<file path="src/rtl/multicycle_ctrl_pkg.sv">
// Shared encodings for the multicycle controller: main/sub state codes, trap causes and
// the memory opcodes that divert EXECUTE into the MEM phase.
package multicycle_ctrl_pkg;

    typedef enum logic [2:0] {
        StFetch   = 3'd0,
        StDecode  = 3'd1,
        StExecute = 3'd2,
        StMem     = 3'd3,
        StWb      = 3'd4,
        StRetire  = 3'd5,
        StTrap    = 3'd6
    } main_state_e;

    typedef enum logic [1:0] {
        SubIdle = 2'd0,
        SubReq  = 2'd1,
        SubWait = 2'd2
    } sub_state_e;

    localparam logic [3:0] CauseMisaligned   = 4'd0;
    localparam logic [3:0] CauseFetchTimeout = 4'd1;
    localparam logic [3:0] CauseMemTimeout   = 4'd5;
    localparam logic [3:0] CauseIrq          = 4'd11;

    localparam logic [6:0] OpLoad  = 7'b0000011;
    localparam logic [6:0] OpStore = 7'b0100011;

endpackage

</file>
<file path="src/rtl/multicycle_ctrl_if.sv">
// Decoder/memory/trap signal bundle of the multicycle controller.
interface multicycle_ctrl_if;
    logic [6:0]  opcode;
    logic [31:0] pcAddr;
    logic        pcWrEn;
    logic        memReady;
    logic        dataReady;
    logic        irq;
    logic        memExecute;
    logic [3:0]  outState;
    logic [31:0] outputPC;
    logic        trapTaken;
    logic [3:0]  trapCause;
    logic [31:0] trapEpc;

    modport master (
        input  opcode, pcAddr, pcWrEn, memReady, dataReady, irq,
        output memExecute, outState, outputPC, trapTaken, trapCause, trapEpc
    );

    modport slave (
        output opcode, pcAddr, pcWrEn, memReady, dataReady, irq,
        input  memExecute, outState, outputPC, trapTaken, trapCause, trapEpc
    );
endinterface

</file>
<file path="src/rtl/mem_handshake.sv">
// Memory request sub-FSM (IDLE -> REQ -> WAIT) with wait-cycle timeout, shared by the
// fetch and load/store phases.
module mem_handshake
    import multicycle_ctrl_pkg::*;
#(
    parameter int unsigned MEM_TIMEOUT = 16,
    parameter bit          STORE_ACK   = 1'b0
) (
    input  logic clk,
    input  logic reset,
    input  logic start,
    input  logic isStore,
    input  logic abort,
    input  logic memReady,
    input  logic dataReady,
    output logic memExecute,
    output logic done,
    output logic timeout
);

    localparam logic [16:0] Limit = 17'(MEM_TIMEOUT);

    sub_state_e  sub_q, sub_d;
    logic [15:0] cnt_q, cnt_d;
    logic        exec_q;
    logic        complete;

    always_comb begin
        sub_d   = sub_q;
        cnt_d   = cnt_q;
        done    = 1'b0;
        timeout = 1'b0;
        // Unacknowledged stores complete on their first WAIT cycle, so they cannot time out.
        complete = (isStore && !STORE_ACK) ? 1'b1 : dataReady;
        unique case (sub_q)
            SubIdle: if (start && memReady) sub_d = SubReq;
            SubReq: begin
                sub_d = SubWait;
                cnt_d = '0;
            end
            SubWait: begin
                if (complete) begin
                    done  = 1'b1;
                    sub_d = SubIdle;
                end else if (Limit != 17'd0 && ({1'b0, cnt_q} + 17'd1) == Limit) begin
                    timeout = 1'b1;
                    sub_d   = SubIdle;
                end else begin
                    cnt_d = cnt_q + 16'd1;
                end
            end
            default: sub_d = SubIdle;
        endcase
        if (abort) sub_d = SubIdle;
    end

    always_ff @(posedge clk) begin
        if (!reset) begin
            sub_q  <= SubIdle;
            cnt_q  <= '0;
            exec_q <= 1'b0;
        end else begin
            sub_q  <= sub_d;
            cnt_q  <= cnt_d;
            exec_q <= (sub_d == SubReq);
        end
    end

    assign memExecute = exec_q;

endmodule

</file>
<file path="src/rtl/multicycle_ctrl.sv">
// Multicycle CPU control FSM: fetch/decode/execute/mem/writeback/retire sequencing with
// misalignment, memory-timeout and interrupt traps.
module multicycle_ctrl
    import multicycle_ctrl_pkg::*;
#(
    parameter logic [31:0] RESET_VECTOR = 32'h0000_0000,
    parameter logic [31:0] TRAP_VECTOR  = 32'h0000_0100,
    parameter int unsigned MEM_TIMEOUT  = 16,
    parameter bit          STORE_ACK    = 1'b0,
    parameter bit          ENABLE_IRQ   = 1'b1
) (
    input logic               clk,
    input logic               reset,
    multicycle_ctrl_if.master bus
);

    main_state_e state_q, state_d;
    logic [31:0] pc_q, pc_d, epc_q, epc_d;
    logic [3:0]  cause_q, cause_d;
    logic        in_fetch, in_mem, misaligned;
    logic        hs_start, hs_store, hs_abort, hs_done, hs_timeout, hs_exec;

    assign in_fetch   = (state_q == StFetch);
    assign in_mem     = (state_q == StMem);
    assign misaligned = (pc_q[1:0] != 2'b00);
    assign hs_start   = (in_fetch && !misaligned) || in_mem;
    assign hs_store   = in_mem && (bus.opcode == OpStore);
    assign hs_abort   = !(in_fetch || in_mem);

    mem_handshake #(
        .MEM_TIMEOUT(MEM_TIMEOUT),
        .STORE_ACK  (STORE_ACK)
    ) u_mem_handshake (
        .clk       (clk),
        .reset     (reset),
        .start     (hs_start),
        .isStore   (hs_store),
        .abort     (hs_abort),
        .memReady  (bus.memReady),
        .dataReady (bus.dataReady),
        .memExecute(hs_exec),
        .done      (hs_done),
        .timeout   (hs_timeout)
    );

    always_comb begin
        state_d = state_q;
        pc_d    = pc_q;
        cause_d = cause_q;
        epc_d   = epc_q;
        unique case (state_q)
            StFetch: begin
                if (misaligned) begin
                    state_d = StTrap;
                    cause_d = CauseMisaligned;
                    epc_d   = pc_q;
                end else if (hs_done) begin
                    state_d = StDecode;
                end else if (hs_timeout) begin
                    state_d = StTrap;
                    cause_d = CauseFetchTimeout;
                    epc_d   = pc_q;
                end
            end
            StDecode:  state_d = StExecute;
            StExecute: begin
                state_d = (bus.opcode == OpLoad || bus.opcode == OpStore) ? StMem : StWb;
            end
            StMem: begin
                if (hs_done) begin
                    state_d = StWb;
                end else if (hs_timeout) begin
                    state_d = StTrap;
                    cause_d = CauseMemTimeout;
                    epc_d   = pc_q;
                end
            end
            StWb: begin
                pc_d    = bus.pcWrEn ? bus.pcAddr : pc_q + 32'd4;
                state_d = StRetire;
            end
            StRetire: begin
                // pc_q already holds the next PC here, so that is what gets saved.
                if (ENABLE_IRQ && bus.irq) begin
                    state_d = StTrap;
                    cause_d = CauseIrq;
                    epc_d   = pc_q;
                end else begin
                    state_d = StFetch;
                end
            end
            StTrap: begin
                pc_d    = TRAP_VECTOR;
                state_d = StFetch;
            end
            default: state_d = StFetch;
        endcase
    end

    always_ff @(posedge clk) begin
        if (!reset) begin
            state_q <= StFetch;
            pc_q    <= RESET_VECTOR;
            cause_q <= '0;
            epc_q   <= '0;
        end else begin
            state_q <= state_d;
            pc_q    <= pc_d;
            cause_q <= cause_d;
            epc_q   <= epc_d;
        end
    end

    assign bus.memExecute = hs_exec;
    assign bus.outState   = {1'b0, state_q};
    assign bus.outputPC   = pc_q;
    assign bus.trapTaken  = (state_q == StTrap);
    assign bus.trapCause  = cause_q;
    assign bus.trapEpc    = epc_q;

endmodule

</file>
<file path="src/flat_wrapper.sv">
// flat-port wrapper written by rule: the top's interface ports become plain ports
module multicycle_ctrl_flat import multicycle_ctrl_pkg::*;
#(
    parameter logic [31:0] RESET_VECTOR = 32'h0000_0000,
    parameter logic [31:0] TRAP_VECTOR  = 32'h0000_0100,
    parameter int unsigned MEM_TIMEOUT  = 16,
    parameter bit          STORE_ACK    = 1'b0,
    parameter bit          ENABLE_IRQ   = 1'b1
)
  (clk, reset, bus_opcode, bus_pcAddr, bus_pcWrEn, bus_memReady, bus_dataReady, bus_irq, bus_memExecute, bus_outState, bus_outputPC, bus_trapTaken, bus_trapCause, bus_trapEpc);
  multicycle_ctrl_if bus_i ();
  input logic clk;
  input logic reset;
  input wire logic [$bits(bus_i.opcode)-1:0] bus_opcode;
  input wire logic [$bits(bus_i.pcAddr)-1:0] bus_pcAddr;
  input wire logic [$bits(bus_i.pcWrEn)-1:0] bus_pcWrEn;
  input wire logic [$bits(bus_i.memReady)-1:0] bus_memReady;
  input wire logic [$bits(bus_i.dataReady)-1:0] bus_dataReady;
  input wire logic [$bits(bus_i.irq)-1:0] bus_irq;
  output wire logic [$bits(bus_i.memExecute)-1:0] bus_memExecute;
  output wire logic [$bits(bus_i.outState)-1:0] bus_outState;
  output wire logic [$bits(bus_i.outputPC)-1:0] bus_outputPC;
  output wire logic [$bits(bus_i.trapTaken)-1:0] bus_trapTaken;
  output wire logic [$bits(bus_i.trapCause)-1:0] bus_trapCause;
  output wire logic [$bits(bus_i.trapEpc)-1:0] bus_trapEpc;
  assign bus_i.opcode = bus_opcode;
  assign bus_i.pcAddr = bus_pcAddr;
  assign bus_i.pcWrEn = bus_pcWrEn;
  assign bus_i.memReady = bus_memReady;
  assign bus_i.dataReady = bus_dataReady;
  assign bus_i.irq = bus_irq;
  assign bus_memExecute = bus_i.memExecute;
  assign bus_outState = bus_i.outState;
  assign bus_outputPC = bus_i.outputPC;
  assign bus_trapTaken = bus_i.trapTaken;
  assign bus_trapCause = bus_i.trapCause;
  assign bus_trapEpc = bus_i.trapEpc;
  multicycle_ctrl #(.RESET_VECTOR(RESET_VECTOR), .TRAP_VECTOR(TRAP_VECTOR), .MEM_TIMEOUT(MEM_TIMEOUT), .STORE_ACK(STORE_ACK), .ENABLE_IRQ(ENABLE_IRQ)) u_core (.clk(clk), .reset(reset), .bus(bus_i));
endmodule
</file>
<file path="config.mk">
export PLATFORM = sky130hd
export DESIGN_NAME = multicycle_ctrl_flat
export DESIGN_NICKNAME = d
export VERILOG_FILES = /design/src/rtl/multicycle_ctrl_pkg.sv /design/src/rtl/multicycle_ctrl_if.sv /design/src/rtl/mem_handshake.sv /design/src/rtl/multicycle_ctrl.sv /design/src/flat_wrapper.sv
export SDC_FILE = /design/constraint.sdc
export NUM_CORES = 1
export LEC_CHECK = 0
export BUFFER_PORTS_ARGS = -buffer_cell sky130_fd_sc_hd__buf_4
export CAP_MARGIN = 20
export CORE_MARGIN = 2
export CORE_UTILIZATION = 25
export CTS_BUF_LIST = sky130_fd_sc_hd__clkbuf_4
export CTS_CLUSTER_SIZE = 14
export DETAILED_ROUTE_END_ITERATION = 6
export PLACE_DENSITY = 0.51
export REMOVE_ABC_BUFFERS = 1
export SYNTH_ARGS = -nofsm -noshare
export SYNTH_HDL_FRONTEND = slang
export SYNTH_SLANG_ARGS = --single-unit
</file>
<file path="constraint.sdc">
create_clock -name clk -period 5.4 [get_ports clk]
set_input_delay 0.27 -clock clk [delete_from_list [all_inputs] [get_ports clk]]
set_output_delay 0.27 -clock clk [all_outputs]
set_load 0.005 [all_outputs]
</file>
==> qor.csv, run 1 <==
metric;value;unit
outcome;finished clean;
Pins Over Slew Limit;0;
core region area;18800;um2
total die area;20300;um2
postcts setup bufs;0;
asr flop ratio synth;0;%
# IOs;119;
predominant post-synthesis flop cell;dfxtp_1;
slowest stage cell, crit path;dfxtp_1;
Post-Syn Instances;599;
count leader, synth;dfxtp_1;
Tot GR Track Use;16.0;%
Routed Antenna Nets;0;
grt ovf;0;
vias in the first global route;4730;
Worst path max stage delay;0.85;ns
worst-case clock buffer depth;2;
hold_buf cts;3;
Initial DRC Count;309;
Final nets;735;
share of layout cells above drive strength 1;22.8;%
synthesized area;4780;um2
Post-Route WL;16400;um
startpoint types;register;
Leakage;2.27;nW
achievable clock frequency;363;MHz
Filler cells;2073;
root buffer cell;clkbuf_4;
First-pass DRT Iterations;5;
synthesis-stage register bit count;89;
synth unique cells;67;
number of synthesized flops with an enable pin;0;
Vias/cell;5.27;
Num CTS Buffers;9;
Worst setup EP type;register;
first-pass GRT wire length;25900;um
HP Class;input port to register;
reg2reg path depth;8;
Area Growth Syn to Fin;24.0;%
setup tns final;0;ns
reg2reg start;u_core.state_q[1];
r2r setup slk;2.65;ns
kind of cell adding the most delay to the critical path;simple AND/OR/NAND/NOR gates;
Seq/Total Area, Yosys;37.2;%
Chip Height;142;um
Commonest cells post-synth;dfxtp_1, nand3_1, a21oi_1;
initial antenna violation count;0;
CP Buf/Inv Count;1;
Rows;50;
critical-path cell list;and3b_1, a41o_1, nand2b_1, nor2_1, nand3_1, buf_4, nand2_1, o22ai_1;
I/O Buffers;117;
post-cts gate resize count;0;
wire per inst;17.7;um
largest net degree at the start of global routing;44;
fin crit share;51.0;%
final worst clock skew;0.0180;ns
worst slew margin relative to its limit;28.0;%
CTS tree;done;
critical-path maximum fanout;33;
Synth area leader;dfxtp_1;
clk slew on worst S/H paths;0.14;ns
n_diodes;0;
post-route DRC violation count;0;
worst hold start;bus_pcAddr[10];
Post-DP HPWL;11100;um
Final Power;1.76;mW
worst hold endpoint;u_core.bus.outputPC[10];
post-synth top area share;37.2;%
clock sink count;89;
max cap viols;0;
peak supply drop;0.117;mV
RSZ-0062 raised after global routing;no;
Die Width;142;um
post-synthesis average cell area;7.99;um2
Req. time, crit path;5.79;ns
htree depth;3;
Final min period;2.75;ns
vias;4881;
top area cells in the synthesized netlist;dfxtp_1, nand3_1, a21oi_1, o21ai_0, nor2_1;
pwr/cell area;297;nW/um2
Final setup violation count;0;
hold-critical path depth;3;
RR Endpoint;u_core.bus.trapEpc[0];
Worst-Skew Late Latency;0.47;ns
Setup Crit Path Kind;register to register;
yosys warns;0;
Starting Density;25.5;%
gp weighted congestion;0.778;
Final Hold Violating Endpoints;0;
Slew @ Worst Pin;1.08;ns
Worst Path Arrival;3.15;ns
report_power, final:
group / total [mW] / switching, mW / internal (mW) / leakage (nW)
sequential: 0.827 / 0.114 / 0.713 / 0.718
clock: 0.398 / 0.247 / 0.151 / 0.0768
combinational: 0.537 / 0.319 / 0.218 / 1.47
total: 1.76 / 0.681 / 1.08 / 2.27
worst reg2reg max path: stages (launching register included):
cell	delay (ns)
dfxtp_1	0.85
and3b_1	0.41
a41o_1	0.37
nand2b_1	0.23
nor2_1	0.09
nand3_1	0.09
buf_4	0.37
nand2_1	0.12
o22ai_1	0.17
per-stage QoR:
stage / hold WS, ns / cells / worst slack, ns / util [%] / area, um2
finish: 0.0359 / 927 / 2.65 / 31.6 / 5930
global route: 0.00626 / 927 / 2.40 / 31.6 / 5930
CTS: 0.000432 / 927 / 2.65 / 31.6 / 5930
detailed placement: 0.457 / 908 / 2.69 / 30.7 / 5760
global placement: 0.457 / 908 / 2.70 / 30.7 / 5760
floorplan: 0.388 / 551 / 2.79 / - / 4540
cells by family after synthesis:
| kind of cell | share of synthesized area [%] |
|---|---|
| flip-flops | 37.2 |
| buffers and inverters | 5.96 |
| adder cells (fa/ha/maj) | 0.523 |
| XOR/XNOR | 2.75 |
| multiplexers | 1.28 |
| AO/OA/AOI/OAI | 26.6 |
| AND/OR/NAND/NOR | 25.5 |
| other | 0.0784 |
layer usage:
| layer | track usage [%] | vias up | routed length [um] |
|---|---|---|---|
| met5 | 0 | - | 0 |
| met4 | 3.86 | 0 | 222 |
| met3 | 5.05 | 17 | 1010 |
| met2 | 26.3 | 126 | 7690 |
| met1 | 20.5 | 2327 | 7470 |
| li1 | - | 2411 | - |
how the worst max path moves through the flow:
stage               cells past startpoint                              end  slack, ns                       startpoint
floorplan                               8          u_core.bus.trapCause[1]       2.79  u_core.u_mem_handshake.cnt_q[0]
global placement                        8  u_core.u_mem_handshake.cnt_q[4]       2.70  u_core.u_mem_handshake.cnt_q[0]
detailed placement                      8           u_core.bus.trapEpc[25]       2.69                u_core.state_q[1]
CTS                                     8            u_core.bus.trapEpc[0]       2.65                u_core.state_q[1]
global route                            8            u_core.bus.trapEpc[8]       2.40                u_core.state_q[1]
finish                                  8            u_core.bus.trapEpc[0]       2.65                u_core.state_q[1]
cell type report:
type	count	area, um2	share of cell area, %
Sequential cell	89	1780	30.0
Timing Repair Buffer	126	953	16.1
Tap cell	234	293	4.93
Multi-Input combinational cell	450	2720	45.9
Clock buffer	11	82.6	1.39
Clock inverter	5	56.3	0.949
Inverter	12	45.0	0.759
placed cells by master (no fill, tap or decap), types with 3 or more instances in the layout:
cell type / n
o21ai_1: 10
o41ai_1: 3
a41o_1: 9
a21oi_1: 59
a32oi_1: 3
a22o_1: 8
nor3_1: 11
mux2i_1: 5
o21ai_0: 48
nor2_1: 50
or3_1: 4
a311oi_1: 3
nand3_1: 63
nand4_1: 8
a22oi_1: 9
nor4_1: 7
o31ai_1: 3
xnor2_1: 13
nand2b_1: 7
clkbuf_4: 11
a222oi_1: 12
and4_1: 3
nand3b_1: 5
a31oi_1: 5
inv_1: 11
dlygate4sd3_1: 3
dfxtp_1: 89
and3_1: 8
and2_1: 9
buf_4: 123
nand2_1: 40
sequential cells by signal, indices dropped and copies added, names as in the netlist:
register and flops:
u_core.u_mem_handshake.cnt_q 16, u_core.u_mem_handshake.sub_q 2, u_core.bus.outputPC 32, u_core.u_mem_handshake.memExecute 1
u_core.state_q 3, u_core.bus.trapEpc 32, u_core.bus.trapCause 3
No activity file was read; power rests on OpenSTA's default activity.
==> run 2: changes to the inputs <==
Settings changed: PLACE_DENSITY 0.51 to 0.52.
Clock period 5.4 ns to 2.4 ns, I/O delays scaled along.
==> run 2 against run 1 <==
Largest power group unchanged. Critical endpoint is now u_core.u_mem_handshake.cnt_q[5]. Register-to-register slack got worse by 2.5 ns. Via count increased by 8.9%. Wire length increased by 7.0%. Largest cell class unchanged. Sequential power increased by 110%. Sequential share of layout area decreased by 3.6 points. Cell count increased by 9.0%. Core utilization increased by 4.3 points. Clock skew increased by 0.0070 ns. Worst hold slack improved by 0.029 ns. The run now ends with DRC left.
==> qor.csv, run 2 (synthesis results as in run 1) <==
metric;value;unit;change
outcome;complete, but fails checks;;
failing checks;DRC;;
I/O Buffers;117;;unchanged
Final Instance Area;6740;um2;+14%
total die area;20300;um2;unchanged
CTS tree;done;;
Num CTS Buffers;9;;unchanged
# IOs;119;;unchanged
peak supply drop;0.319;mV;+170%
Die Width;142;um;unchanged
Rows;50;;unchanged
critical-path maximum fanout;26;;-21%
htree depth;3;;unchanged
largest net degree at the start of global routing;37;;-16%
n_diodes;0;;unchanged
final cell count without fillers;1010;;+9.0%
clk slew on worst S/H paths;0.16;ns;+0.02 ns
final worst clock skew;0.0250;ns;+0.00697 ns
Final Core Density;35.9;%;+4.3 points
root buffer cell;clkbuf_4;;
achievable clock frequency;438;MHz;+21%
commonest cells after routing, fill and taps aside;buf_4, dfxtp_1, nand3_1, a21oi_1, nor2_1;;
pwr/cell area;627;nW/um2;+110%
Comb power frac;37.6;%;+7.1 points
wire per inst;17.4;um;-1.8%
Setup Crit Path Kind;register to register;;
setup tns final;0;ns;unchanged
Pins Over Slew Limit;0;;unchanged
Slew @ Worst Pin;1.09;ns;+0.0135 ns
Area Growth Syn to Fin;40.9;%;
gp weighted congestion;0.777;;about the same
Final nets;818;;+11%
first-pass GRT wire length;26800;um;+3.7%
Worst Path Arrival;2.70;ns;-0.45 ns
Chip Height;142;um;unchanged
Net Switching;1.62;mW;+140%
Worst-Skew Late Latency;0.48;ns;about the same
Sw Share;38.2;%;-0.38 points
Req. time, crit path;2.82;ns;-2.97 ns
HP Class;input port to register;;
Vias/cell;5.26;;about the same
grt ovf;0;;unchanged
Starting Density;25.5;%;unchanged
worst slew margin relative to its limit;26.9;%;-1.1 points
initial antenna violation count;0;;unchanged
First-pass DRT Iterations;7;;+2
max cap viols;0;;unchanged
share of layout cells above drive strength 1;28.4;%;+5.6 points
fin crit share;95.2;%;+44 points
Post-DP HPWL;11700;um;+4.6%
Final min period;2.29;ns;-0.469 ns
share of power burned in registers;41.1;%;-5.8 points
vias;5315;;+8.9%
Clk pwr share;21.3;%;-1.3 points
clock sink count;89;;unchanged
Final setup violation count;0;;unchanged
Internal;2.61;mW;+140%
Final Hold Violating Endpoints;0;;unchanged
Worst setup EP type;register;;
vias in the first global route;4761;;+0.66%
DP Area;6180;um2;+7.2%
Leakage;2.72;nW;+20%
Hold Worst Slack;0.0650;ns;+0.0291 ns
core region area;18800;um2;unchanged
startpoint types;register;;
Placed Cells;958;;+5.5%
Routed Antenna Nets;0;;unchanged
worst-case clock buffer depth;2;;unchanged
Initial DRC Count;425;;+38%
Tot GR Track Use;16.9;%;+0.86 points
commonest non-fill, non-tap cell in the layout;buf_4;;
post-route DRC violation count;10;;+10
Post-Route WL;17500;um;+7.0%
## run 2: changes by cell type in the layout (fill, tap and decap cells not counted), moves of 3 or more
cell           before  now
buf_12              0    4
inv_6               0    3
buf_4             123  171
and3_4              1    4
dlygate4sd3_1       3   31
## run 2: cell type report
class / instances / area [um2]
clock buffer: 9 / 67.6
clock inverter: 7 / 76.3
fill: 2008 / 12000
inverter: 12 / 45.0
multi-input combinational: 453 / 2800
sequential: 89 / 1780
tap: 234 / 293
timing repair buffer: 206 / 1670
## run 2: metal layers
metal / track usage [%] / up-vias / share of wire [%]
met4: 3.28 / 0 / 0.63
met3: 3.84 / 11 / 5.4
li1: - / 2590 / -
met1: 23.1 / 2561 / 46
met2: 27.4 / 153 / 48
met5: 0 / - / 0
## run 2: critical path: stages (launching register included)
cell     delay (ns)
dfxtp_1        0.34
ha_1           0.21
nand3_2        0.11
nor2_1         0.09
or4_4          0.43
buf_4          0.15
a22oi_4        0.16
buf_12         0.15
a21oi_4        0.06
buf_12         0.16
a31o_2         0.24
a21oi_1        0.11
## run 2: metrics by stage
step / worst slack (ns) / total power [mW]
after CTS: 0.0393 / 4.26
after global routing: -0.00230 / 4.49
after floorplan: -0.214 / 2.49
after global placement: 0.0462 / 3.30
final: 0.115 / 4.23
after detailed placement: -0.0267 / 3.30
## run 2: path summary, 6_finish.rpt
kind | from | to | slack [ns] | depth (start not counted)
setup / recovery | u_core.u_mem_handshake.cnt_q[0] | u_core.u_mem_handshake.cnt_q[5] | 0.11 | 11
setup reg to reg | u_core.u_mem_handshake.cnt_q[0] | u_core.u_mem_handshake.cnt_q[5] | 0.11 | 11
hold / removal | bus_pcAddr[4] | u_core.bus.outputPC[4] | 0.06 | 5
hold reg to reg | u_core.bus.trapEpc[14] | u_core.bus.trapEpc[14] | 0.48 | 2
## run 2: repair_timing
action                                  CTS  global route
setup buffers                             0             2
endpoints found under the hold margin    32             0
gates resized for setup                   2            12
endpoints found under the setup margin   29            50
pin swaps                                 1             5
cloned                                    1             2
hold buffers                             31             0
## run 2: power groups by stage
stage                     clock network [mW]  logic [mW]  registers (mW)
after CTS                              0.943        1.58            1.73
after global placement                     0        1.54            1.77
after global routing                   0.991        1.74            1.75
after detailed placement                   0        1.53            1.76
final                                  0.900        1.59            1.74
after floorplan                            0       0.672            1.82
